### src/rtl/sgdmac_pkg.sv
// sgdmac_pkg: shared FSM state, AXI constants and command field slices for the SG-DMA write engine
package sgdmac_pkg;
  typedef enum logic [1:0] {IDLE, WREQ, WDATA, WRESP} state_e;
  localparam logic [15:0] BURST_BYTES = 16'd64;
  localparam logic [2:0] AXI_SIZE_4B = 3'b010;
  localparam logic [1:0] AXI_BURST_INCR = 2'b01;
  localparam logic [1:0] AXI_RESP_OKAY = 2'b00;
  localparam int CMD_ADDR_MSB = 47;
  localparam int CMD_ADDR_LSB = 16;
  localparam int CMD_LEN_MSB = 15;
  localparam logic [15:0] LEN_WORD_MASK = 16'hFFFC;
  function automatic logic [3:0] burst_awlen(input logic [15:0] rem);
    return (rem >= BURST_BYTES) ? 4'hF : rem[5:2] - 4'd1;
  endfunction
endpackage

### src/rtl/sgdmac_wbeat.sv
// sgdmac_wbeat: W-channel beat counter; flags the final beat of the burst whose length was loaded at AW
// Ports: clk, rst (sync active-high), load_i (AW handshake), len_i (awlen to latch),
//        adv_i (W handshake), wlast_o (current beat is the last one)
module sgdmac_wbeat (
  input  logic       clk,
  input  logic       rst,
  input  logic       load_i,
  input  logic [3:0] len_i,
  input  logic       adv_i,
  output logic       wlast_o
);
  logic [3:0] beat_q, beat_d, len_q, len_d;
  always_comb begin
    beat_d = load_i ? 4'd0 : adv_i ? beat_q + 4'd1 : beat_q;
    len_d  = load_i ? len_i : len_q;
  end
  always_ff @(posedge clk) begin
    if (rst) begin
      beat_q <= 4'd0;
      len_q  <= 4'd0;
    end else begin
      beat_q <= beat_d;
      len_q  <= len_d;
    end
  end
  assign wlast_o = beat_q == len_q;
endmodule

### src/rtl/sgdmac_write.sv
// sgdmac_write: SG-DMA write engine draining a FWFT FIFO into 64-byte AXI INCR write bursts
// Ports: clk, rst (sync active-high); start_i/cmd_i {dst[31:0], len[15:0]}, done_o, err_o;
//        fifo_cnt_i/fifo_rdata_i/fifo_rden_o (FWFT data FIFO); AXI AW, W and B channels.
// Build option: define SGDMAC_WRITE_ERR_EN to make err_o a sticky non-OKAY write-response flag,
//        otherwise err_o is 0 and bresp_i is ignored.
module sgdmac_write
  import sgdmac_pkg::*;
#(
  parameter int FIFO_DEPTH = 64
) (
  input  logic                        clk,
  input  logic                        rst,
  input  logic                        start_i,
  input  logic [47:0]                 cmd_i,
  output logic                        done_o,
  output logic                        err_o,
  input  logic [$clog2(FIFO_DEPTH):0] fifo_cnt_i,
  input  logic [31:0]                 fifo_rdata_i,
  output logic                        fifo_rden_o,
  output logic [3:0]                  awid_o,
  output logic [3:0]                  wid_o,
  output logic [31:0]                 awaddr_o,
  output logic [3:0]                  awlen_o,
  output logic [2:0]                  awsize_o,
  output logic [1:0]                  awburst_o,
  output logic                        awvalid_o,
  input  logic                        awready_i,
  output logic [31:0]                 wdata_o,
  output logic [3:0]                  wstrb_o,
  output logic                        wlast_o,
  output logic                        wvalid_o,
  input  logic                        wready_i,
  input  logic [1:0]                  bresp_i,
  input  logic                        bvalid_i,
  output logic                        bready_o
);
  state_e      state_q, state_d;
  logic [31:0] addr_q, addr_d;
  logic [15:0] rem_q, rem_d, start_len;
  logic        aw_hold_q, aw_hold_d;
  logic        aw_hs, w_hs, b_hs;
  assign start_len   = cmd_i[CMD_LEN_MSB:0] & LEN_WORD_MASK;
  assign awid_o      = 4'd0;
  assign wid_o       = 4'd0;
  assign awaddr_o    = addr_q;
  assign awlen_o     = burst_awlen(rem_q);
  assign awsize_o    = AXI_SIZE_4B;
  assign awburst_o   = AXI_BURST_INCR;
  assign wstrb_o     = 4'hF;
  assign wdata_o     = fifo_rdata_i;
  assign done_o      = state_q == IDLE;
  // AW waits until the whole burst sits in the FIFO so W never stalls on data; once raised it is held
  assign awvalid_o   = (state_q == WREQ) && (aw_hold_q || int'(fifo_cnt_i) >= int'(awlen_o) + 1);
  assign wvalid_o    = state_q == WDATA;
  assign fifo_rden_o = wvalid_o & wready_i;
  assign bready_o    = state_q == WRESP;
  assign aw_hs       = awvalid_o & awready_i;
  assign w_hs        = fifo_rden_o;
  assign b_hs        = bready_o & bvalid_i;
  sgdmac_wbeat u_wbeat (
    .clk    (clk),
    .rst    (rst),
    .load_i (aw_hs),
    .len_i  (awlen_o),
    .adv_i  (w_hs),
    .wlast_o(wlast_o)
  );
  always_comb begin
    state_d   = state_q;
    addr_d    = addr_q;
    rem_d     = rem_q;
    aw_hold_d = awvalid_o & ~awready_i;
    case (state_q)
      IDLE: if (start_i) begin
        addr_d  = cmd_i[CMD_ADDR_MSB:CMD_ADDR_LSB];
        rem_d   = start_len;
        state_d = (start_len == 16'd0) ? IDLE : WREQ;
      end
      WREQ: if (aw_hs) begin
        addr_d  = addr_q + 32'(BURST_BYTES);
        rem_d   = (rem_q < BURST_BYTES) ? 16'd0 : rem_q - BURST_BYTES;
        state_d = WDATA;
      end
      WDATA: if (w_hs && wlast_o) state_d = WRESP;
      WRESP: if (b_hs) state_d = (rem_q == 16'd0) ? IDLE : WREQ;
      default: state_d = IDLE;
    endcase
  end
  always_ff @(posedge clk) begin
    if (rst) begin
      state_q   <= IDLE;
      addr_q    <= 32'd0;
      rem_q     <= 16'd0;
      aw_hold_q <= 1'b0;
    end else begin
      state_q   <= state_d;
      addr_q    <= addr_d;
      rem_q     <= rem_d;
      aw_hold_q <= aw_hold_d;
    end
  end
`ifdef SGDMAC_WRITE_ERR_EN
  logic err_q, err_d;
  always_comb begin
    err_d = err_q;
    if (done_o && start_i) err_d = 1'b0;
    else if (b_hs && bresp_i != AXI_RESP_OKAY) err_d = 1'b1;
  end
  always_ff @(posedge clk) begin
    if (rst) err_q <= 1'b0;
    else err_q <= err_d;
  end
  assign err_o = err_q;
`else
  logic unused_bresp;
  assign unused_bresp = ^bresp_i;
  assign err_o = 1'b0;
`endif
endmodule

### config.mk
export PLATFORM = sky130hd
export DESIGN_NAME = sgdmac_write
export DESIGN_NICKNAME = d
export VERILOG_FILES = /design/src/rtl/sgdmac_pkg.sv /design/src/rtl/sgdmac_wbeat.sv /design/src/rtl/sgdmac_write.sv
export SDC_FILE = /design/constraint.sdc
export NUM_CORES = 1
export LEC_CHECK = 0
export BUFFER_PORTS_ARGS = -buffer_cell sky130_fd_sc_hd__buf_2
export CAP_MARGIN = 20
export CORE_UTILIZATION = 35
export DETAILED_ROUTE_END_ITERATION = 7
export PLACE_DENSITY = 0.62
export SYNTH_ARGS = -nofsm -noshare
export SYNTH_HDL_FRONTEND = slang
export SYNTH_SLANG_ARGS = --single-unit
### constraint.sdc
create_clock -name clk -period 3.8 [get_ports clk]
set_input_delay 0.19 -clock clk [delete_from_list [all_inputs] [get_ports clk]]
set_output_delay 0.19 -clock clk [all_outputs]
set_load 0.02 [all_outputs]
==> impl_metrics.env <==
export IMPL_syn2layout_area_growth_pct=16.1
export IMPL_gp_congestion=0.824
export IMPL_synth_edf_count=0
export IMPL_clockBufferDepth=2
export IMPL_crit_type="register to primary output"
export IMPL_p_leak_uw=0.00206
export IMPL_post_drt_wl_per_cell_um=15.6
export IMPL_final_nets=706
export IMPL_dieArea_um2=12400
export IMPL_cp_start_kind="register"
export IMPL_grt_max_degree=53
export IMPL_critPathMaxFanout=6
export IMPL_setup_viol=0
export IMPL_fmax_mhz=290
export IMPL_post_cts_buffers=0
export IMPL_setup_worst_path_end_class="primary output"
export IMPL_fill_cells=1200
export IMPL_hold_class="input pin to register"
export IMPL_grt_ovfl_total=0
export IMPL_multi_input_area_um2=2500
export IMPL_cpMaxStageDelayCell="dfxtp_1"
export IMPL_rows=39
export IMPL_violations="design-rule violations"
export IMPL_root_buffer="clkbuf_16"
export IMPL_post_dp_hpwl_mm=8.31
export IMPL_synth_area_um2=4170
export IMPL_setup_tns_ps=0
export IMPL_fin_crit_sh_pct=90.8
export IMPL_grt_pass1_wl_mm=18.7
export IMPL_die_h_um=111
export IMPL_synthTopCellsByArea="dfxtp_1, buf_4, a21oi_1"
export IMPL_ant_nets=0
export IMPL_max_slew_margin_pct=48.3
export IMPL_htree_levels=3
export IMPL_worst_pin_slew_ps=768
export IMPL_io_buffers=100
export IMPL_power_uw=4190
export IMPL_synth_warnings=0
export IMPL_seq_area_frac_synth_pct=27.3
export IMPL_pre_cts_ws_ps=153
export IMPL_drc=30
export IMPL_fin_skew_ps=8.22
export IMPL_syn_area_per_cell_um2=7.80
export IMPL_initialDrtViolationCount=321
export IMPL_via_per_inst=5.45
export IMPL_critPathMostFrequentCell="ha_1"
export IMPL_min_period_ps=3450
export IMPL_grt_pass1_vias=3797
export IMPL_clkLatencyLatePin_ps=340
export IMPL_grt_antenna_before_repair=0
export IMPL_clk_pin_slew_worst_paths_ps=50
export IMPL_status="complete, but fails checks"
export IMPL_r2r_slack_ps=390
export IMPL_path_cells="inv_1 > ha_1 > nor3b_2 > nand3_1 > a21oi_2 > nand2_1 > ha_1 > xnor2_1 > ha_1 > nand2_1 > o21a_1 > o21ai_0 > and2_1 > buf_2"
export IMPL_clock_sinks=57
export IMPL_io_pins=187
export IMPL_die_width_um=111
export IMPL_cts_tree="built"
export IMPL_cp_arrival_ps=3260
export IMPL_drv_cap=0
export IMPL_ys_types=74
export IMPL_postCtsHoldBufs=0
export IMPL_ys_ff_latch=57
export IMPL_initial_core_util_pct=36.2
export IMPL_max_stage_delay_ps=360
export IMPL_seqCellArea_um2=1140
export IMPL_layout_drive_gt1_share_pct=26.8
export IMPL_final_max_slew_viol_count=0
export IMPL_rsz0062_at_grt="false"
export IMPL_vias=4038
export IMPL_max_vdd_ir_drop_v=0.000299
export IMPL_hold_violations=0
export IMPL_track_usage_pct=18.9
export IMPL_pwr_density_cell_nw_per_um2=864
export IMPL_coreArea_um2=11500
export IMPL_async_flop_share_pct=0
export IMPL_yosysTopAreaCellShare_pct=27.3
export IMPL_synth_top_flop_cell="dfxtp_1"
export IMPL_synth_cells=535
export IMPL_dr_pass1_iters=8
export IMPL_finalWirelength_mm=11.5
export IMPL_cts_inserted_buffers=9
export IMPL_synth_largest_area_cell="dfxtp_1"
export IMPL_diodes=0
export IMPL_crit_required_ps=3610
export IMPL_setup_ws_ps=351
-- routing by layer --
metal  track usage [%]  routed length, um  vias to the layer above
met1              24.1               5220                     1883
met2              30.5               5330                      154
met3              4.98                824                       17
li1                  -                  -                     1984
met4              7.03                171                        0
met5                 0                  0                        -
-- worst max-delay path, delay by kind of cell, from the launching register on --
kind	cells	cell delay, ps
AO/OA/AOI/OAI	3	720
adder cells (fa/ha/maj)	3	710
AND/OR/NAND/NOR	5	730
XOR/XNOR	1	140
flip-flops	1	360
buffers and inverters	2	270
-- synth_stat cells (all sizes together) (6+ instances only) --
| master | count |
|---|---|
| clkbuf | 18 |
| buf | 61 |
| nor3 | 24 |
| a211oi | 9 |
| ha | 18 |
| nor4 | 11 |
| a21oi | 49 |
| xor2 | 8 |
| inv | 19 |
| nand4 | 14 |
| a22o | 6 |
| o32ai | 8 |
| nor2 | 31 |
| o21ai | 29 |
| dfxtp | 57 |
| nor2b | 8 |
| nand3 | 20 |
| nand2 | 61 |
| a31oi | 6 |
-- final timing paths --
path,startpoint,endpoint,cells after the start
setup / recovery,rem_q[6]$_SDFFE_PP0P_,awvalid_o,14
setup reg to reg,rem_q[6]$_SDFFE_PP0P_,awaddr_o[28]$_SDFFE_PP0P_,16
hold reg to reg,awaddr_o[4]$_SDFFE_PP0P_,awaddr_o[4]$_SDFFE_PP0P_,2
hold / removal,awready_i,aw_hold_q$_SDFF_PP0_,2
-- placed cells by master (no fill, tap or decap), drive strengths merged, types with 3 or more instances in the layout --
| cell type | Yosys | routed |
|---|---|---|
| ha | 18 | 18 |
| inv | 19 | 19 |
| o211ai | 5 | 5 |
| and2 | 4 | 4 |
| clkinv | 1 | 3 |
| o32ai | 8 | 8 |
| dfxtp | 57 | 57 |
| xor2 | 8 | 8 |
| mux2i | 4 | 4 |
| nand2 | 61 | 61 |
| a211oi | 9 | 9 |
| o31a | 3 | 3 |
| clkbuf | 18 | 11 |
| and3 | 5 | 5 |
| nor3b | 4 | 4 |
| xnor2 | 4 | 4 |
| nor3 | 24 | 24 |
| a31oi | 6 | 6 |
| nor2 | 31 | 31 |
| nand4 | 14 | 14 |
| a31o | 4 | 4 |
| o21ai | 29 | 29 |
| nor2b | 8 | 8 |
| buf | 61 | 112 |
| a21oi | 49 | 49 |
| a311oi | 3 | 3 |
| a22o | 6 | 6 |
| o31ai | 3 | 3 |
| nand3 | 20 | 20 |
| nor4 | 11 | 11 |
| conb | 2 | 18 |
-- logic make-up (layout without fill, tap and decap cells) --
kind of cell	Yosys count	after routing	synth area share, %
XOR/XNOR	12	12	2.52
AND/OR/NAND/NOR	196	196	25.9
AO/OA/AOI/OAI	143	143	22.7
buffers and inverters	101	148	14.5
other	2	18	0.180
adder cells (fa/ha/maj)	18	18	5.40
flip-flops	57	57	27.3
multiplexers	6	6	1.50
-- registers in the layout, summed over array words and instances, names as in the netlist --
| register | count |
|---|---|
| aw_hold_q | 1 |
| awaddr_o | 32 |
| rem_q | 14 |
| state_q | 2 |
| u_wbeat.beat_q | 4 |
| u_wbeat.len_q | 4 |
-- repair_timing --
action	4_1_cts	5_1_grt
gates resized for setup	0	4
hold endpoints to repair	0	0
setup endpoints to repair	0	23
-- metrics by stage --
| step | utilization [%] | instances | instance area, um2 | hold slack, ps |
|---|---|---|---|---|
| 2_1_floorplan | - | 551 | 4230 | 266 |
| 3_3_place_gp | 39.1 | 725 | 4500 | 380 |
| 3_5_place_dp | 39.1 | 725 | 4500 | 380 |
| 4_1_cts | 41.9 | 741 | 4830 | 70.4 |
| 5_1_grt | 42.1 | 741 | 4840 | 71.8 |
| 6_report | 42.1 | 741 | 4840 | 79.8 |
-- power breakdown --
group	internal [uW]	leakage, uW	switching (uW)
logic	842	0.00143	1380
registers	804	0.000467	263
clock network	607	0.000162	292
total	2250	0.00206	1940
-- cell type report --
type	instances	area share, %
clock inverter	5	1.60
inverter	20	1.55
clock buffer	11	5.22
tap	143	3.69
multi-input combinational	393	51.7
timing repair buffer	112	12.7
sequential	57	23.6
(Power assumes the default switching activity.)
